===== config.mk =====
export PLATFORM = sky130hd
export DESIGN_NAME = stereolbm_run_ctrl
export DESIGN_NICKNAME = d
export VERILOG_FILES = /design/src/rtl/stereolbm_run_ctrl.sv
export SDC_FILE = /design/constraint.sdc
export NUM_CORES = 1
export LEC_CHECK = 0
export BUFFER_PORTS_ARGS = -buffer_cell sky130_fd_sc_hd__buf_4
export CAP_MARGIN = 15
export CORE_MARGIN = 1
export CORE_UTILIZATION = 30
export CTS_CLUSTER_DIAMETER = 50
export DETAILED_ROUTE_END_ITERATION = 10
export SLEW_MARGIN = 5
export SYNTH_ARGS = -nofsm -noshare
export SYNTH_HDL_FRONTEND = slang
export SYNTH_SLANG_ARGS = --single-unit

===== constraint.sdc =====
create_clock -name clock -period 4.2 [get_ports clock]
set_clock_uncertainty 0.2 [all_clocks]
set_input_delay 0.42 -clock clock [delete_from_list [all_inputs] [get_ports clock]]
set_output_delay 0.42 -clock clock [all_outputs]
set_load 0.01 [all_outputs]

===== src/rtl/stereolbm_run_ctrl.sv =====
// Per-frame run controller for the stereolbm_axis_cambm HLS core.
// Launches one ap_start per camera frame, tracks ap_ready/ap_done, and
// recovers the core from deadlock (persistent dl_block) or a hang (watchdog)
// by pulsing core_rst, waiting for idle, and reporting an error code.
//
// state   | meaning
// --------+-----------------------------------------------------------
// IDLE    | waiting for frame_start with enable high
// START   | ap_start asserted, waiting for ap_ready
// RUN     | core accepted the frame, waiting for ap_done
// RECOVER | core_rst asserted for RST_CYCLES cycles
// DRAIN   | reset released, waiting for ap_idle
module stereolbm_run_ctrl #(
  parameter int                WDOG_W     = 24,
  parameter logic [WDOG_W-1:0] WDOG_LIMIT = 24'd2000000,
  parameter int                PERSIST    = 16,
  parameter int                RST_CYCLES = 8
) (
  input  logic        clock,
  input  logic        reset,
  input  logic        enable,
  input  logic        frame_start,
  output logic        ap_start,
  input  logic        ap_ready,
  input  logic        ap_done,
  input  logic        ap_idle,
  input  logic        dl_block,
  output logic        core_rst,
  output logic        busy,
  output logic        err_valid,
  output logic [1:0]  err_code,
  output logic [15:0] frames_done,
  output logic [15:0] frames_dropped,
  output logic [7:0]  recover_cnt
);

  typedef enum logic [2:0] {
    IDLE    = 3'd0,
    START   = 3'd1,
    RUN     = 3'd2,
    RECOVER = 3'd3,
    DRAIN   = 3'd4
  } state_t;

  localparam int PW = $clog2(PERSIST + 1);
  // The timer is a down-counter: loading LIMIT-1 and expiring at zero gives
  // the same timeout as counting up from zero to LIMIT-1.
  localparam logic [WDOG_W-1:0] WDOG_LOAD    = WDOG_LIMIT - 1'b1;
  localparam logic [WDOG_W-1:0] RST_LOAD     = WDOG_W'(RST_CYCLES - 1);
  localparam logic [PW-1:0]     PERSIST_LAST = PW'(PERSIST - 1);

  state_t            state;
  logic [WDOG_W-1:0] tmr;
  logic [PW-1:0]     persist;
  logic              in_run;
  logic              dl_hit;
  logic              tmr_tc;
  logic              launch;

  // Decode conditions shared by the state transitions.
  always_comb begin
    in_run = (state == START) || (state == RUN);
    dl_hit = in_run && dl_block && (persist == PERSIST_LAST);
    tmr_tc = (tmr == '0);
    launch = (state == IDLE) && enable && frame_start;
  end

  // Single-process FSM with registered outputs, counters and timers.
  always_ff @(posedge clock or posedge reset) begin
    if (reset) begin
      state          <= IDLE;
      tmr            <= '0;
      persist        <= '0;
      ap_start       <= 1'b0;
      core_rst       <= 1'b0;
      busy           <= 1'b0;
      err_valid      <= 1'b0;
      err_code       <= 2'd0;
      frames_done    <= '0;
      frames_dropped <= '0;
      recover_cnt    <= '0;
    end else begin
      err_valid <= 1'b0;
      if (!tmr_tc) tmr <= tmr - 1'b1;
      persist <= (in_run && dl_block) ? persist + 1'b1 : '0;
      if (frame_start && !launch && (frames_dropped != '1))
        frames_dropped <= frames_dropped + 16'd1;

      case (state)
        IDLE: begin
          if (launch) begin
            state    <= START;
            ap_start <= 1'b1;
            busy     <= 1'b1;
            tmr      <= WDOG_LOAD;
            persist  <= '0;
          end
        end
        START, RUN: begin
          if ((state == START) ? (ap_ready && ap_done) : ap_done) begin
            // Completion outranks any error detected in the same cycle.
            state    <= IDLE;
            ap_start <= 1'b0;
            busy     <= 1'b0;
            persist  <= '0;
            if (frames_done != '1) frames_done <= frames_done + 16'd1;
          end else if (dl_hit || tmr_tc) begin
            state     <= RECOVER;
            ap_start  <= 1'b0;
            core_rst  <= 1'b1;
            err_valid <= 1'b1;
            err_code  <= dl_hit ? 2'd1 : 2'd2;
            tmr       <= RST_LOAD;
            persist   <= '0;
            if (recover_cnt != '1) recover_cnt <= recover_cnt + 8'd1;
          end else if (state == START && ap_ready) begin
            state    <= RUN;
            ap_start <= 1'b0;
            tmr      <= WDOG_LOAD;
          end
        end
        RECOVER: begin
          if (tmr_tc) begin
            state    <= DRAIN;
            core_rst <= 1'b0;
            tmr      <= WDOG_LOAD;
          end
        end
        DRAIN: begin
          if (ap_idle) begin
            state <= IDLE;
            busy  <= 1'b0;
          end else if (tmr_tc) begin
            state     <= RECOVER;
            core_rst  <= 1'b1;
            err_valid <= 1'b1;
            err_code  <= 2'd3;
            tmr       <= RST_LOAD;
            if (recover_cnt != '1) recover_cnt <= recover_cnt + 8'd1;
          end
        end
        default: begin
          state    <= IDLE;
          ap_start <= 1'b0;
          core_rst <= 1'b0;
          busy     <= 1'b0;
        end
      endcase
    end
  end

endmodule


### Yosys cells after proc, flatten, opt, wreduce, memory -nomap -nowiden

Index checks and enable logic that the tools add are counted.

* reduce and logical (&&, ||, !) cells: 22
* add/sub/neg operators: 5
* equal/unequal tests: 18
* bitwise operators: 3
* mux-type cells: 54

Operators with widths (number)
* 2-to-1 mux 24 bit: 8
* one-hot mux 24 bit (4 select lines): 1
* 2-to-1 mux 8 bit: 5
* adder 16 x 1 -> 16 bit (second input constant): 2
* inequality test 16 bit (second input constant): 2
* zero test 24 bit: 1
* subtractor 24 x 1 -> 24 bit (second input constant): 1
* 2-to-1 mux 3 bit: 7
* 2-to-1 mux 5 bit: 4
* 2-to-1 mux 1 bit: 16
* inequality test 2 bit (second input constant): 8
* one-hot mux 8 bit (2 select lines): 1
* one-hot mux 3 bit (4 select lines): 1
* 2-to-1 mux 2 bit: 5
* one-hot mux 5 bit (2 select lines): 1
* adder 8 x 1 -> 8 bit (second input constant): 1
* logical AND 1 bit: 8
* inequality test 8 bit (second input constant): 1
* one-hot mux 1 bit (4 select lines): 2
* AND reduction 4 bit: 2
* equality test 3 x 2 -> 1 bit (second input constant): 2
* AND reduction 3 bit: 2
* AND reduction 6 bit: 1
* adder 5 x 1 -> 5 bit (second input constant): 1
* other kinds (15): 19

* output and inout bits: 46
* register bits: 78

### Longest topological paths before layout

Gate-level depths: netlist of run 1.

* depth after elaboration: 8
* depth in mapped cells: 11
* mapped depth without buffers: 11

### Worst setup path after synthesis of run 1

Ideal clock, no wire load.

* path type: register to register
* from: register tmr[7]
* to: register tmr[11]
* data arrival time: 2.605 ns
* path slack: 1.274 ns
* stages on the path, launching flop included: 11
* data required time: 3.879 ns
* clock period less this slack: 2.926 ns
* library setup time: 0.121 ns
* cell sequence: dfrtp_1 > or4_4 > buf_6 > or4b_4 > buf_6 > nor2_4 > inv_2 > a221o_1 > a32oi_2 > buf_2 > nor2_1

* word-level cells in the longest chain between the ends: 6
* elaborated cells on any way between the ends: 12

Ends and longest elaborated chain
* from (decl): RTL line 53 `logic [WDOG_W-1:0] tmr;`
* from (signal assigned): RTL line 84 `if (!tmr_tc) tmr <= tmr - 1'b1;`
* subtractor 24 x 1 -> 24 bit / zero test 24 bit (equally long branches): RTL line 84, 64
* 2-to-1 mux 24 bit: RTL line 84
* 2-to-1 mux 24 bit: RTL line 116 `end else if (state == START && ap_ready) begin`
* 2-to-1 mux 24 bit: RTL line 107 `end else if (dl_hit || tmr_tc) begin`
* 2-to-1 mux 24 bit: RTL line 100 `if ((state == START) ? (ap_ready && ap_done) : ap_done) begin`
* one-hot mux 24 bit (4 select lines) (*): RTL line 89 `case (state)`

Every way passes the cells marked *; elsewhere a longest branch is shown, timed or not.
A chain may end at the register's enable or synchronous reset.

### Worst setup path after layout of run 1

* from: register tmr[19]
* to: register tmr[11]

* word-level cells in the longest chain between the ends: 6
* elaborated cells on any way between the ends: 11

Ends and longest elaborated chain
* zero test 24 bit (*): RTL line 64 `tmr_tc = (tmr == '0);`
* 2-to-1 mux 24 bit: RTL line 84
* 2-to-1 mux 24 bit: RTL line 116
* 2-to-1 mux 24 bit: RTL line 107
* 2-to-1 mux 24 bit: RTL line 100
* one-hot mux 24 bit (4 select lines) (*): RTL line 89

Marked as above.

==> impl_metrics.yaml, run 1 <==
setup_path:
  crit_type: "register to register"
  cp_max_fo: 13
  critPathMaxStageDelay_ns: 0.63
  critPathRequiredTime_ns: 4.19
  worstPathBufferInverterCount: 1
  crit_chain: "or4_1 -> or4_1 -> nor2_4 -> inv_2 -> a221o_1 -> a32oi_2 -> nor2_1"
  cp_common_cell: "or4_1"
  endpoint_kind: "register"
  critical_path.top_delay_family: "simple AND/OR/NAND/NOR gates"
  crit_slowest_cell: "or4_1"
  r2r_cells: 7
  r2r-end: "tmr[11]$_DFF_PP0_"
  rrSetupSlack_ns: 0.94
  cp-start-kind: "register"
  reg2reg_from: "tmr[19]$_DFF_PP0_"
  worst_ep_arrival_time_ns: 3.25
finish:
  area_growth_pct: 21.7
  drive_gt1_share_pct: 19.6
  final_util_pct: 37.9
  n_antenna_cell: 0
  fin_nets: 466
sta:
  finalSetupViolCount: 0
  hold_viol: 0
  rsz0062_at_grt: "false"
  whs_ns: 0.0261
  max_freq_mhz: 306
  layout_worst_path_cycle_share_pct: 77.7
  tns_ns: 0
  tightest_slew_ns: 0.922
  min_period_ns: 3.26
  slew_headroom_pct: 38.1
  drv_slew: 0
cts:
  cts_setup_buffers: 0
  numClockSinks: 78
  ctsResizeCount: 0
  cts_tree: "yes"
  cts.reportedPaths.clkPinSlew_ns: 0.06
  cts_buffers: 9
  cts_root_buffer: "clkbuf_16"
  insertion_delay_ns: 0.33
  htree_num_levels: 3
  cts_hold_buf: 0
  cts_buffer_depth: 2
detailed_routing:
  via_count: 3133
  wl_per_cell_um: 14.0
  drt-pass1-iter-count: 4
  drtAntennaViolNets: 0
  dr.first_iter.drc_count: 181
  drt-total-wl_um: 8770
  avgViaCountPerCell: 5.00
  remaining_drc_errors: 0
logic_synthesis:
  netlist.area_leader.share_pct: 49.1
  synth_ff_type: "dfrtp_1"
  synthesis.nets: 410
  avgSynthCellArea_sq_um: 10.1
  synth_cells: 395
  synth.distinct_cells: 58
  ys_seq_elements: 78
  syn_area_sq_um: 3980
  synth_largest_area_cell: "dfrtp_1"
  yosys_warnings: 0
  synth.yosys.seq_area_share_pct: 49.1
  synth.area.top_cells: "dfrtp_1, xnor2_1, nor2_1, xor2_1, nand2_1"
  yosys.cell_count.top_type: "dfrtp_1"
  synth-edff-count: 0
  synthArstFlopShare_pct: 100
  synthTopCellsByCount: "dfrtp_1, nor2_1, xnor2_1"
power:
  power.switching_uw: 771
  total_power_mw: 2.34
  p_leak_nw: 2.07
  switching_share_pct: 32.9
  intPower_mw: 1.57
  p_comb_share_pct: 26.1
  pwr-share-clk_pct: 32.6
  irDropWorstVdd_uv: 189
  seqPwrFrac_pct: 41.4
  power_density_nw_per_um2: 483
placed_design:
  gp_congestion: 0.786
  port_buffers: 53
  hpwl_um: 6170
hold_path:
  hold_class: "input port to asynchronous set/reset pin"
global_route:
  grt_max_degree: 47
  antenna_found_initial: 0
  grt_pass1_wl_um: 14800
  overflow: 0
  track_usage_pct: 14.1
  grt_pass1_vias: 3006
die:
  fp.dieW_um: 117
  start_util_pct: 31.1
  die_area_sq_um: 13700
  row_count: 41
  pin_count: 54
  die_h_um: 117
  core_sq_um: 12800
job:
  drv_cap: 0
run_status:
  status: "finished clean"
-- stage by stage --
| step | area, sq um | instances | setup WS, ns |
|---|---|---|---|
| 2_1_floorplan | 3980 | 395 | 1.27 |
| 3_3_place_gp | 4550 | 612 | 1.02 |
| 3_5_place_dp | 4550 | 612 | 0.949 |
| 4_1_cts | 4840 | 627 | 0.917 |
| 5_1_grt | 4840 | 627 | 0.730 |
| 6_report | 4840 | 627 | 0.936 |
-- placed cells by master (no fill, tap or decap), types with 12 or more instances in the layout --
cell     synthesis  final
buf_4            0     56
xor2_1          17     17
nor2_1          42     42
inv_1           13     12
a21oi_1         15     15
nand2_1         29     29
nand4_1         13     13
xnor2_1         37     37
nor3_1          14     14
dfrtp_1         78     78
nand3_1         19     19
-- registers in the layout, indices dropped and copies added (netlist names) --
register        count
busy                1
ap_start            1
persist             5
frames_dropped     16
recover_cnt         8
frames_done        16
err_valid           1
state               3
err_code            2
tmr                24
core_rst            1
-- cell type report --
cell class                 instances  area, sq um
fill                            1266         7930
sequential                        78         1950
multi-input combinational        292         1910
timing repair buffer              56          420
clock buffer                      10          229
tap                              172          215
clock inverter                     5         60.1
inverter                          14         53.8
-- worst reg2reg max path, stage by stage, from the launching register on --
cell and delay, ns:
dfrtp_1 0.42, or4_1 0.62, or4_1 0.63, nor2_4 0.15
inv_2 0.07, a221o_1 0.34, a32oi_2 0.56, nor2_1 0.13
-- worst max path at each step --
| stage | start | end | cells after the start |
|---|---|---|---|
| 6_report | tmr[19]$_DFF_PP0_ | tmr[11]$_DFF_PP0_ | 7 |
| 5_1_grt | tmr[19]$_DFF_PP0_ | tmr[12]$_DFF_PP0_ | 7 |
| 4_1_cts | tmr[19]$_DFF_PP0_ | tmr[11]$_DFF_PP0_ | 7 |
| 3_5_place_dp | tmr[19]$_DFF_PP0_ | tmr[7]$_DFF_PP0_ | 7 |
| 3_3_place_gp | tmr[19]$_DFF_PP0_ | tmr[21]$_DFF_PP0_ | 7 |
| 2_1_floorplan | tmr[7]$_DFF_PP0_ | tmr[11]$_DFF_PP0_ | 10 |
-- metal layers --
metal	part of all wire [%]	vias to the layer above	GRT usage, %
li1	-	1506	-
met1	47	1530	18.2
met2	46	86	22.2
met3	4.7	11	3.96
met4	2.0	0	6.08
met5	0	-	0
-- power groups by stage --
stage	registers (mW)	logic [mW]	clock network (mW)
after floorplan	0.966	0.399	0
final	0.968	0.609	0.762
after global routing	0.988	0.688	0.822
after global placement	0.975	0.596	0
after detailed placement	0.981	0.608	0
after CTS	0.967	0.613	0.788
-- kinds of logic after synthesis --
logic type	share of synthesized area, %
fa+ha+maj	2.20
compound gates	9.66
simple gates	22.3
xor+xnor	11.9
mux	1.98
flops	49.1
buf+inv	2.86
Power figures use the tool's default switching activity.
==> inputs of run 2 (changes only) <==
--- a/config.mk
+++ b/config.mk
@@ -5,6 +5,7 @@
 export SDC_FILE = /design/constraint.sdc
 export NUM_CORES = 1
 export LEC_CHECK = 0
+export ABC_AREA = 1
 export BUFFER_PORTS_ARGS = -buffer_cell sky130_fd_sc_hd__buf_4
 export CAP_MARGIN = 15
 export CORE_MARGIN = 1
==> constraint.sdc (replaced) <==
create_clock -name clock -period 2.8 [get_ports clock]
set_clock_uncertainty 0.2 [all_clocks]
set_input_delay 0.28 -clock clock [delete_from_list [all_inputs] [get_ports clock]]
set_output_delay 0.28 -clock clock [all_outputs]
set_load 0.01 [all_outputs]
==> impl_metrics.yaml, run 2 <==
run_status:
  status: "complete, but fails checks"
  violations: "DRC"
cts:
  cts_root_buffer: "clkbuf_16"
  cts_tree: "yes"
  cts_hold_buf: 2
  htree_num_levels: 3
  ctsResizeCount: 0
  cts.reportedPaths.clkPinSlew_ns: 0.06
  numClockSinks: 78
  cts_buffers: 9
  insertion_delay_ns: 0.34
  cts_setup_buffers: 0
  cts_buffer_depth: 2
power:
  p_leak_nw: 2.64
  p_comb_share_pct: 30.2
  power.switching_mw: 1.32
  seqPwrFrac_pct: 41.2
  total_power_mw: 3.67
  switching_share_pct: 36.0
  pwr-share-clk_pct: 28.5
  power_density_nw_per_um2: 672
  irDropWorstVdd_uv: 477
  intPower_mw: 2.35
logic_synthesis:
  synthArstFlopShare_pct: 100
  ys_seq_elements: 78
  avgSynthCellArea_sq_um: 7.66
  synth_largest_area_cell: "dfrtp_1"
  synthesis.nets: 610
  synth_cells: 595
  synth.area.top_cells: "dfrtp_1, nand2_1, nor2_1, xor2_1, nand3_1"
  synth_ff_type: "dfrtp_1"
  netlist.area_leader.share_pct: 42.8
  syn_area_sq_um: 4560
  synth.yosys.seq_area_share_pct: 42.8
  yosys_warnings: 0
  synthTopCellsByCount: "nand2_1, dfrtp_1, nor2_1"
  synth-edff-count: 0
  yosys.cell_count.top_type: "nand2_1"
  synth.distinct_cells: 32
sta:
  rsz0062_at_grt: "false"
  drv_slew: 0
  finalSetupViolCount: 0
  slew_headroom_pct: 47.9
  tightest_slew_ns: 0.780
  hold_viol: 0
  min_period_ns: 2.36
  layout_worst_path_cycle_share_pct: 84.2
  whs_ns: 0.0737
  max_freq_mhz: 424
  tns_ns: 0
  worst_slack_ns: 0.443
finish:
  drive_gt1_share_pct: 16.7
  layout_common_cells: "nand2_1, nor2_1, dfrtp_1"
  largest_reg_flops: 24
  top_register: "tmr"
  finalNonFillerCells: 849
  top_regs: "tmr x24, frames_done x16, frames_dropped x16"
  n_antenna_cell: 0
  layout_commonest_cell: "nand2_1"
  fin_nets: 675
  area_growth_pct: 19.8
  multi_input_area_sq_um: 2300
  num-fill-cells: 1543
  final_util_pct: 37.1
  seqCellArea_sq_um: 1950
  finalInstanceArea_sq_um: 5460
placed_design:
  hpwl_um: 7960
  place_area_sq_um: 5180
  pre_cts_ws_ns: 0.458
  dp.cells: 831
  gp_congestion: 0.896
  port_buffers: 53
setup_path:
  r2r_cells: 11
  worst_ep_arrival_time_ns: 2.39
  endpoint_kind: "register"
  crit_type: "register to register"
  cp_max_fo: 13
  critPathRequiredTime_ns: 2.83
  cp-start-kind: "register"
detailed_routing:
  remaining_drc_errors: 3
  avgViaCountPerCell: 4.54
  drt-pass1-iter-count: 9
  dr.first_iter.drc_count: 202
  wl_per_cell_um: 12.3
  drt-total-wl_um: 10500
  via_count: 3853
  drtAntennaViolNets: 0
die:
  row_count: 44
  pin_count: 54
  fp.dieW_um: 125
  die_area_sq_um: 15700
  die_h_um: 125
  core_sq_um: 14700
  start_util_pct: 31.0
global_route:
  grt_pass1_wl_um: 17700
  overflow: 0
  grt_max_degree: 45
  track_usage_pct: 14.2
  antenna_found_initial: 0
  grt_pass1_vias: 3709
hold_path:
  hold_class: "input port to register"
  whs_path_depth: 4
job:
  drv_cap: 0
[run 2: changes by cell type after synthesis, moves of 6 or more]
cell      previous run  this run
mux2_2               6         0
nand3_1             19        46
nor2_2               0        10
xnor2_1             37        18
inv_1               13        60
xor2_1              17        31
nor2_1              42        78
nand2_2              0         8
nand2b_1             8         0
nand2_1             29       162
[run 2: logic make-up after synthesis]
group	count (synthesis)	synth area share (%)
compound gates	37	4.56
xor+xnor	49	9.41
fa+ha+maj	7	1.92
buf+inv	73	6.64
flops	78	42.8
simple gates	351	34.7
[run 2: worst max-delay path, cell delays in order (launching register included)]
cell and delay, ns:
dfrtp_1 0.42, inv_1 0.15, ha_1 0.31, nand2_2 0.14
nor2_2 0.16, nand3_2 0.17, clkinv_1 0.11, nand2_2 0.06
nand2_4 0.15, nand2_2 0.19, nand2_1 0.13, o21ai_2 0.05
[run 2: layout make-up]
| cell class | count | area share (%) |
|---|---|---|
| repair buffers | 61 | 8.48 |
| clock buffers | 13 | 4.40 |
| inverters | 66 | 4.56 |
| flip-flops and latches | 78 | 35.7 |
| multi-input cells | 444 | 42.2 |
| clock inverters | 3 | 0.390 |
| well taps | 184 | 4.22 |
[run 2: layer usage]
layer	wire, um	track usage [%]	share of wire [%]	vias to the layer above
li1	-	-	-	2008
met1	5210	18.8	50	1762
met2	4650	22.1	44	61
met3	336	2.91	3.2	22
met4	271	6.89	2.6	0
met5	0	0	0	-
[run 2: power by group through the flow]
| stage | clock, mW | combinational (mW) | sequential [mW] |
|---|---|---|---|
| after CTS | 1.08 | 1.12 | 1.52 |
| after global routing | 1.12 | 1.26 | 1.55 |
| final | 1.05 | 1.11 | 1.51 |
| after global placement | 0 | 1.11 | 1.54 |
| after floorplan | 0 | 0.680 | 1.55 |
| after detailed placement | 0 | 1.12 | 1.53 |
[run 2: worst paths after layout]
kind	slack, ns	from	end
max	0.44	tmr[0]$_DFF_PP0_	recover_cnt[6]$_DFFE_PP0P_
min	0.07	ap_done	persist[2]$_DFF_PP0_
max reg2reg	0.44	tmr[0]$_DFF_PP0_	recover_cnt[6]$_DFFE_PP0P_
min reg2reg	0.26	persist[0]$_DFF_PP0_	persist[0]$_DFF_PP0_
max in group asynchronous	1.29	reset	frames_dropped[8]$_DFFE_PP0P_
min in group asynchronous	0.42	reset	frames_done[14]$_DFFE_PP0P_
==> inputs of run 3 (changes only) <==
==> constraint.sdc (replaced) <==
create_clock -name clock -period 2.4 [get_ports clock]
set_clock_uncertainty 0.2 [all_clocks]
set_input_delay 0.24 -clock clock [delete_from_list [all_inputs] [get_ports clock]]
set_output_delay 0.24 -clock clock [all_outputs]
set_load 0.01 [all_outputs]
==> impl_metrics.yaml, run 3 (synthesis results as in run 2) <==
run_status:
  status: "complete, but fails checks"
  violations: "DRC"
power:
  irDropWorstVdd_uv: 502
  p_leak_nw: 2.67
  power_density_nw_per_um2: 787
sta:
  tns_ns: 0
  min_period_ns: 2.10
  hold_viol: 0
  drv_slew: 0
  layout_worst_path_cycle_share_pct: 87.5
  tightest_slew_ns: 0.703
  rsz0062_at_grt: "false"
  slew_headroom_pct: 53.1
  finalSetupViolCount: 0
  max_freq_mhz: 476
placed_design:
  gp_congestion: 0.860
  port_buffers: 53
  place_area_sq_um: 5240
  hpwl_um: 8290
die:
  die_area_sq_um: 15700
  start_util_pct: 31.0
  core_sq_um: 14700
  row_count: 44
  die_h_um: 125
  fp.dieW_um: 125
  pin_count: 54
global_route:
  track_usage_pct: 15.0
  antenna_found_initial: 0
  grt_max_degree: 31
  grt_pass1_wl_um: 18500
  overflow: 0
  grt_pass1_vias: 3722
cts:
  insertion_delay_ns: 0.35
  cts_tree: "yes"
  numClockSinks: 78
  cts_buffer_depth: 2
  cts.reportedPaths.clkPinSlew_ns: 0.06
  htree_num_levels: 3
  cts_root_buffer: "clkbuf_16"
  cts_setup_buffers: 0
  cts_buffers: 9
finish:
  finalInstanceArea_sq_um: 5520
  fin_nets: 679
  largest_reg_flops: 24
  top_regs: "tmr x24, frames_done x16, frames_dropped x16"
  top_register: "tmr"
  area_growth_pct: 21.2
  layout_common_cells: "nand2_1, nor2_1, dfrtp_1"
  layout_commonest_cell: "nand2_1"
  drive_gt1_share_pct: 17.4
  n_antenna_cell: 0
setup_path:
  crit_type: "register to register"
  endpoint_kind: "register"
  critPathRequiredTime_ns: 2.42
  r2r-end: "tmr[0]$_DFF_PP0_"
  worst_ep_arrival_time_ns: 2.12
  cp_max_fo: 5
  reg2reg_from: "tmr[0]$_DFF_PP0_"
  cp-start-kind: "register"
  r2r_cells: 8
  rrSetupSlack_ns: 0.30
detailed_routing:
  wl_per_cell_um: 12.7
  avgViaCountPerCell: 4.60
  drt-pass1-iter-count: 7
  via_count: 3917
  dr.first_iter.drc_count: 231
  remaining_drc_errors: 4
  drtAntennaViolNets: 0
  drt-total-wl_um: 10800
job:
  drv_cap: 0
hold_path:
  hold_class: "input port to register"
  min-delay-start: "ap_idle"
  whs_endpoint: "state[2]$_DFFE_PP0P_"
  whs_path_depth: 4
==> run 3: cell count changes in the layout (fill, tap and decap cells not counted) <==
cell / delta
clkinv_2: -1
buf_4: +2
clkbuf_1: -2
buf_12: +2
clkbuf_8: +1
clkinvlp_4: +1
==> run 3: worst max path at each step <==
stage                      from                    endpoint  slack, ns
2_1_floorplan  tmr[0]$_DFF_PP0_            tmr[0]$_DFF_PP0_       0.38
3_3_place_gp   tmr[0]$_DFF_PP0_            tmr[6]$_DFF_PP0_       0.36
3_5_place_dp   tmr[0]$_DFF_PP0_  recover_cnt[6]$_DFFE_PP0P_       0.33
4_1_cts        tmr[0]$_DFF_PP0_            tmr[0]$_DFF_PP0_       0.29
5_1_grt        tmr[7]$_DFF_PP0_            tmr[0]$_DFF_PP0_       0.11
6_report       tmr[0]$_DFF_PP0_            tmr[0]$_DFF_PP0_       0.30
==> run 3: critical path, stage by stage, from the launching register on <==
cell     delay, ns
dfrtp_1       0.40
inv_1         0.15
ha_1          0.20
nand2_2       0.10
nor2_1        0.12
nand3_1       0.15
ha_1          0.33
o31ai_1       0.26
a21oi_1       0.06
==> run 3: area by class of cell <==
| type | instances | area, sq um |
|---|---|---|
| timing repair buffer | 65 | 518 |
| fill | 1515 | 9180 |
| sequential | 78 | 1950 |
| inverter | 66 | 251 |
| multi-input combinational | 444 | 2300 |
| tap | 184 | 230 |
| clock inverter | 3 | 21.3 |
| clock buffer | 12 | 246 |
==> run 3: where the power goes <==
| group | leakage (nW) | internal, mW | switching (mW) |
|---|---|---|---|
| clock network | 0.129 | 0.723 | 0.543 |
| logic | 1.54 | 0.527 | 0.790 |
| registers | 1.00 | 1.53 | 0.239 |
| total | 2.67 | 2.78 | 1.57 |
==> run 3: metrics by stage <==
step                hold WS, ns  total power, mW  instances  utilization, %  setup WS [ns]
CTS                     0.00700             4.41        852            37.6          0.295
global route             0.0487             4.65        852            37.6          0.113
floorplan                 0.165             2.60        595               -          0.377
global placement          0.200             3.10        835            35.6          0.364
finish                   0.0199             4.35        852            37.6          0.301
detailed placement        0.199             3.12        835            35.6          0.335
==> run 3: timing repair <==
action,CTS,global route
hold buffers,2,0
gates resized for setup,0,0
hold endpoints to repair,29,0
==> run 3: per-layer routing <==
metal,GRT usage (%),vias to the layer above,share of wire (%)
li1,-,2019,-
met1,19.5,1836,48
met2,24.3,49,48
met3,2.40,13,2.3
met4,7.53,0,2.1
met5,0,-,0
